**src/rtl/ata_pio_device.sv**
```systemverilog
// ata_pio_device: device-side ATA PIO responder with task-file registers and a one-sector loopback buffer
module ata_pio_device #(
  parameter int DEPTH      = 256,
  parameter int AWIDTH     = 8,
  parameter int CMD_DLY    = 16,
  parameter int IORDY_WAIT = 0,
  parameter int CNTW       = 8
) (
  input  logic        clk,
  input  logic        nReset,
  input  logic        RESETn,
  input  logic [2:0]  DA,
  input  logic        CS0n,
  input  logic        CS1n,
  input  logic        DIORn,
  input  logic        DIOWn,
  input  logic [15:0] DDi,
  output logic [15:0] DDo,
  output logic        DDoe,
  output logic        IORDY,
  output logic        INTRQ
);
  typedef enum logic [2:0] {IDLE, BUSY, XFER_RD, XFER_WR, POST} state_t;
  localparam logic [23:0] PIN_IDLE = {3'b111, 3'b000, 2'b11, 16'h0000};
  state_t state;
  logic [23:0] q1, q2;
  logic s_resetn, s_cs0, s_cs1, s_rd, s_wr, p_rd, p_wr;
  logic [2:0] s_da;
  logic [15:0] s_dd, rd_val;
  logic rst, sel, rd_fall, rd_rise, wr_fall, wr_rise, cs0_acc, data_acc, tf_wr, ctl_wr, buf_we, last;
  logic bsy, drq, err, nien, srst, is_wr, rd_act, rd_data, rd_stat;
  logic [7:0] status, error, seccnt, lba_lo, lba_mid, lba_hi, dev;
  logic [AWIDTH-1:0] ptr;
  logic [CNTW-1:0] cnt, io_cnt;
  logic [15:0] mem [DEPTH];
  assign {s_resetn, s_cs0, s_cs1, s_da, s_rd, s_wr, s_dd} = q2;
  always_ff @(posedge clk)
    if (!nReset) begin
      q1 <= PIN_IDLE;
      q2 <= PIN_IDLE;
      p_rd <= 1'b1;
      p_wr <= 1'b1;
    end else begin
      q1 <= {RESETn, CS0n, CS1n, DA, DIORn, DIOWn, DDi};
      q2 <= q1;
      p_rd <= s_rd;
      p_wr <= s_wr;
    end
  assign rst = !nReset || !s_resetn;
  assign sel = s_cs0 ^ s_cs1;
  assign rd_fall = sel && p_rd && !s_rd;
  assign rd_rise = !p_rd && s_rd;
  assign wr_fall = sel && p_wr && !s_wr;
  assign wr_rise = sel && !p_wr && s_wr;
  assign cs0_acc = sel && !s_cs0;
  assign data_acc = cs0_acc && s_da == 3'd0;
  assign tf_wr = wr_rise && cs0_acc && !bsy;
  assign ctl_wr = wr_rise && !s_cs1 && s_da == 3'd6;
  assign buf_we = !rst && tf_wr && s_da == 3'd0 && state == XFER_WR;
  assign last = ptr == AWIDTH'(DEPTH - 1);
  assign status = {bsy, 1'b1, 1'b0, 1'b1, drq, 2'b00, err};
  always_comb begin
    rd_val = '0;
    if (!s_cs0)
      case (s_da)
        3'd0: rd_val = state == XFER_RD ? mem[ptr] : '0;
        3'd1: rd_val = {8'h00, error};
        3'd2: rd_val = {8'h00, seccnt};
        3'd3: rd_val = {8'h00, lba_lo};
        3'd4: rd_val = {8'h00, lba_mid};
        3'd5: rd_val = {8'h00, lba_hi};
        3'd6: rd_val = {8'h00, dev};
        3'd7: rd_val = {8'h00, status};
      endcase
    else if (s_da == 3'd6) rd_val = {8'h00, status};
  end
  always_ff @(posedge clk)
    if (buf_we) mem[ptr] <= s_dd;
  always_ff @(posedge clk)
    if (rst) begin
      state <= IDLE;
      {bsy, drq, err, nien, srst, is_wr, rd_act, rd_data, rd_stat} <= '0;
      {error, seccnt, lba_lo, lba_mid, lba_hi, dev} <= '0;
      ptr <= '0;
      cnt <= '0;
      io_cnt <= '0;
      DDo <= '0;
      DDoe <= 1'b0;
      IORDY <= 1'b1;
      INTRQ <= 1'b0;
    end else begin
      if (rd_fall) begin
        DDo <= rd_val;
        DDoe <= 1'b1;
        rd_act <= 1'b1;
        rd_data <= data_acc && state == XFER_RD;
        rd_stat <= cs0_acc && s_da == 3'd7;
      end
      // side effects of a read land when the strobe is released
      if (rd_rise && rd_act) begin
        DDoe <= 1'b0;
        rd_act <= 1'b0;
        if (rd_stat) INTRQ <= 1'b0;
        if (rd_data && state == XFER_RD) begin
          ptr <= ptr + 1'b1;
          if (last) begin
            drq <= 1'b0;
            state <= IDLE;
          end
        end
      end
      if (IORDY_WAIT > 0 && data_acc && (rd_fall || wr_fall)) begin
        IORDY <= 1'b0;
        io_cnt <= CNTW'(IORDY_WAIT - 1);
      end else if (!IORDY) begin
        if (io_cnt == '0) IORDY <= 1'b1;
        else io_cnt <= io_cnt - 1'b1;
      end
      if (tf_wr)
        case (s_da)
          3'd0: if (state == XFER_WR) begin
            ptr <= ptr + 1'b1;
            if (last) begin
              drq <= 1'b0;
              bsy <= 1'b1;
              state <= POST;
              cnt <= CNTW'(CMD_DLY - 1);
            end
          end
          3'd2: seccnt <= s_dd[7:0];
          3'd3: lba_lo <= s_dd[7:0];
          3'd4: lba_mid <= s_dd[7:0];
          3'd5: lba_hi <= s_dd[7:0];
          3'd6: dev <= s_dd[7:0];
          3'd7: if (state == IDLE) begin
            if (s_dd[7:0] == 8'h20 || s_dd[7:0] == 8'h30) begin
              bsy <= 1'b1;
              err <= 1'b0;
              is_wr <= s_dd[4];
              state <= BUSY;
              cnt <= CNTW'(CMD_DLY - 1);
            end else begin
              err <= 1'b1;
              error <= 8'h04;
              if (!nien) INTRQ <= 1'b1;
            end
          end
          default: ;
        endcase
      if (state == BUSY || state == POST) begin
        if (cnt != '0) cnt <= cnt - 1'b1;
        else begin
          bsy <= 1'b0;
          if (!nien && !(state == BUSY && is_wr)) INTRQ <= 1'b1;
          if (state == BUSY) begin
            drq <= 1'b1;
            ptr <= '0;
            state <= is_wr ? XFER_WR : XFER_RD;
          end else state <= IDLE;
        end
      end
      // device-control writes win over any state-machine update this cycle
      if (ctl_wr) begin
        nien <= s_dd[1];
        srst <= s_dd[2];
        if (s_dd[2]) begin
          bsy <= 1'b1;
          drq <= 1'b0;
          INTRQ <= 1'b0;
          state <= IDLE;
          ptr <= '0;
        end else if (srst) begin
          bsy <= 1'b0;
          drq <= 1'b0;
          err <= 1'b0;
          error <= 8'h01;
          state <= IDLE;
        end
      end
    end
endmodule

```
**config.mk**
```make
export PLATFORM = sky130hd
export DESIGN_NAME = ata_pio_device
export DESIGN_NICKNAME = d
export VERILOG_FILES = /design/src/rtl/ata_pio_device.sv
export SDC_FILE = /design/constraint.sdc
export NUM_CORES = 2
export LEC_CHECK = 0
export CORE_ASPECT_RATIO = 1.5
export CORE_MARGIN = 2
export CORE_UTILIZATION = 35
export DETAILED_ROUTE_END_ITERATION = 10
export HOLD_SLACK_MARGIN = 0.02
export SKIP_CTS_REPAIR_TIMING = 1
export SYNTH_ARGS = -nofsm -noshare
export SYNTH_HDL_FRONTEND = slang
export SYNTH_SLANG_ARGS = --single-unit
```
**constraint.sdc**
```tcl
create_clock -name clk -period 15.71 [get_ports clk]
set_input_delay 3.142 -clock clk [delete_from_list [all_inputs] [get_ports clk]]
set_output_delay 3.142 -clock clk [all_outputs]
set_load 0.005 [all_outputs]
```
==> metrics.txt <==
worst path bufs/invs=3; Post-synth EDFFs=4096; f_max=153 MHz; CP Max Fanout=52; drt total wl=461000 um; clk sink count=4248; I/O pin cnt=45; root buffer cell=clkbuf_16; Synth area leader=edfxtp_1; largest cells by area after synthesis=edfxtp_1, mux4_2, dfxtp_1; clock skew=0.0467 ns; fin crit share=41.7%; Hold EP=q2[17]$_SDFF_PN1_; crit path launch type=input port; final hold violation count=0; CTS H-tree depth=5; Setup WS pre-CTS=8.23 ns; Crit path required time=16.27 ns; Layout area overhead=13.0%; final layout net count=7778; path type of the worst setup path=in2reg; Slew HR=-1.12%; Buffers on Ports=44; pin count of the biggest net entering global routing=161; hold path startpoint=q1[17]$_SDFF_PN1_; dominant synthesized flop cell=edfxtp_1; total grt overflow=0; RR Startpoint=ptr[0]$_SDFF_PP0_; Mapped Cells=7426; RSZ-0062 raised after global routing=no; Post-Synthesis Net Count=7460; top cells by count, synth=edfxtp_1, mux4_2, nor2_1; Worst Path Arrival=7.12 ns; first-pass GRT wire length=640000 um; hpwl dp=285000 um; post-route antenna net violation count=0; worst setup margin=9.16 ns; slowest cell on the critical path=nor2_2; DR iter-0 viols=9746; full die area=472000 um^2; sequential share of the synthesized area=77.1%; maximum vdd drop=0.0811 mV; Top delay family on crit path=simple AND/OR/NAND/NOR gates; Worst-Margin Slew=1.52 ns; clock slew at the register clock pins of the worst setup and hold paths=0.07 ns; max cap viols=2; # rows=307; Core ar.=466000 um^2; WP depth=7; initial antenna violation count=15; failing checks=capacitance limit, slew limit; routability cong.=0.894; Avg Cell Area, Syn=22.0 um^2; leakage=47.0 nW; final setup fails=0; Avg WL per Cell=32.4 um; setup TNS=0 ns; drc violations=0; FF+latch count, synth=4248; DR vias/cell=5.51; Die Ht=841 um; top cell type's share of synthesized area=75.3%; vias in the first global route=80521; layout cells sized above 1=27.1%; drt pass-1 iters=9; final max-slew violation count=1; CTS Buffer Depth=4; Cell variety after synth=78; CP cell instances=clkdlybuf4s50_1 > buf_4 > nand2_2 > nor4_2 > buf_4 > nand4_1 > nor2_2; r2r endpoint=DDo[7]$_SDFFE_PP0P_; Clock Latency Late Sink=0.95 ns; count leader, synth=edfxtp_1; min Tclk post-route=6.55 ns; reg-to-reg setup timing slack=9.37 ns; Reg2Reg Depth=9; Chip Width=562 um; Global Route Usage Sum=19.2%; Syn. warnings=0; CP most frequent cell=buf_4; hold path cells=1; outcome=finished, violations left; Tightest Hold Check Type=reg2reg; crit end category=flop; via count=78452; crit-path max cell delay=1.16 ns; Inserted Clock Buffers=364; synthesized cell area=163000 um^2; CTS tree=yes; Initial Util=35.1%; share of flip-flops with an asynchronous set or reset=0%; PD cells=118 nW/um^2
==> area by class of cell <==
cell class                 instances  area, um^2
sequential                      4248      126000
tap                             6180        7730
fill                           40782      281000
inverter                          18        75.1
multi-input combinational       2732       35500
timing repair buffer             380        3090
clock buffer                     441        9750
clock inverter                   215        2340
antenna                           18        45.0
==> worst register-to-register path: cells and delay by family (launching register included) <==
kind	cells	cell delay [ns]
DFF	1	0.74
muxes	3	1.84
AOI/OAI and AO/OA	3	1.31
buffers and inverters	3	2.30
==> placed cells by master (no fill, tap or decap), types with 78 or more instances in the layout <==
master	instances
mux2i_1	304
clkbuf_16	376
buf_4	326
nor2_2	89
mux4_2	1082
edfxtp_1	4096
nor2_1	285
dfxtp_1	128
a21oi_1	78
a22oi_1	78
nand2_1	171
==> per-layer routing <==
metal	vias up	global-route usage, %	share of wire, %
met2	3590	33.4	51
met4	4	11.1	6.6
li1	31784	-	-
met1	42247	22.7	35
met5	-	0	0.0069
met3	827	2.80	6.9
==> logic make-up (layout without fill, tap and decap cells) <==
| kind of cell | Yosys count | count (layout) | synth area share, % |
|---|---|---|---|
| xor+xnor | 13 | 13 | 0.0697 |
| buf+inv | 446 | 1054 | 1.37 |
| simple gates | 840 | 840 | 2.34 |
| compound gates | 437 | 437 | 1.92 |
| fa+ha+maj | 8 | 8 | 0.0613 |
| other cells | 0 | 18 | 0 |
| flops | 4248 | 4248 | 77.1 |
| mux | 1434 | 1434 | 17.1 |
==> where the power goes <==
| part | internal, W | switching, W |
|---|---|---|
| clock network | 0.00509 | 0.00416 |
| logic | 0.0000193 | 0.000147 |
| registers | 0.0124 | 0.0000415 |
==> metrics by stage <==
step | instance area (um^2) | std cells | hold slack (ns) | total power [W] | utilization [%]
after floorplan | 163000 | 7426 | 0.386 | 0.0127 | -
after global placement | 173000 | 13558 | 0.406 | 0.0128 | 37.1
after detailed placement | 173000 | 13558 | 0.398 | 0.0128 | 37.1
after CTS | 185000 | 14214 | 0.419 | 0.0219 | 39.7
after global routing | 185000 | 14224 | 0.432 | 0.0223 | 39.7
final | 185000 | 14232 | 0.414 | 0.0218 | 39.7
==> worst max path at each step <==
stage	start	endpoint	slack, ns
3_3_place_gp	nReset	mem[229][0]$_DFFE_PP_	8.31
3_5_place_dp	nReset	mem[229][0]$_DFFE_PP_	8.23
5_1_grt	nReset	mem[231][5]$_DFFE_PP_	8.99
4_1_cts	nReset	mem[229][0]$_DFFE_PP_	9.26
2_1_floorplan	nReset	mem[63][0]$_DFFE_PP_	10.22
6_report	nReset	mem[225][9]$_DFFE_PP_	9.16
==> state kept, by name (all words and copies together), names as in the netlist, 16 cells and up <==
register	cells
DDo	16
mem	4096
q1	24
q2	24
Power figures use the tool's default switching activity.
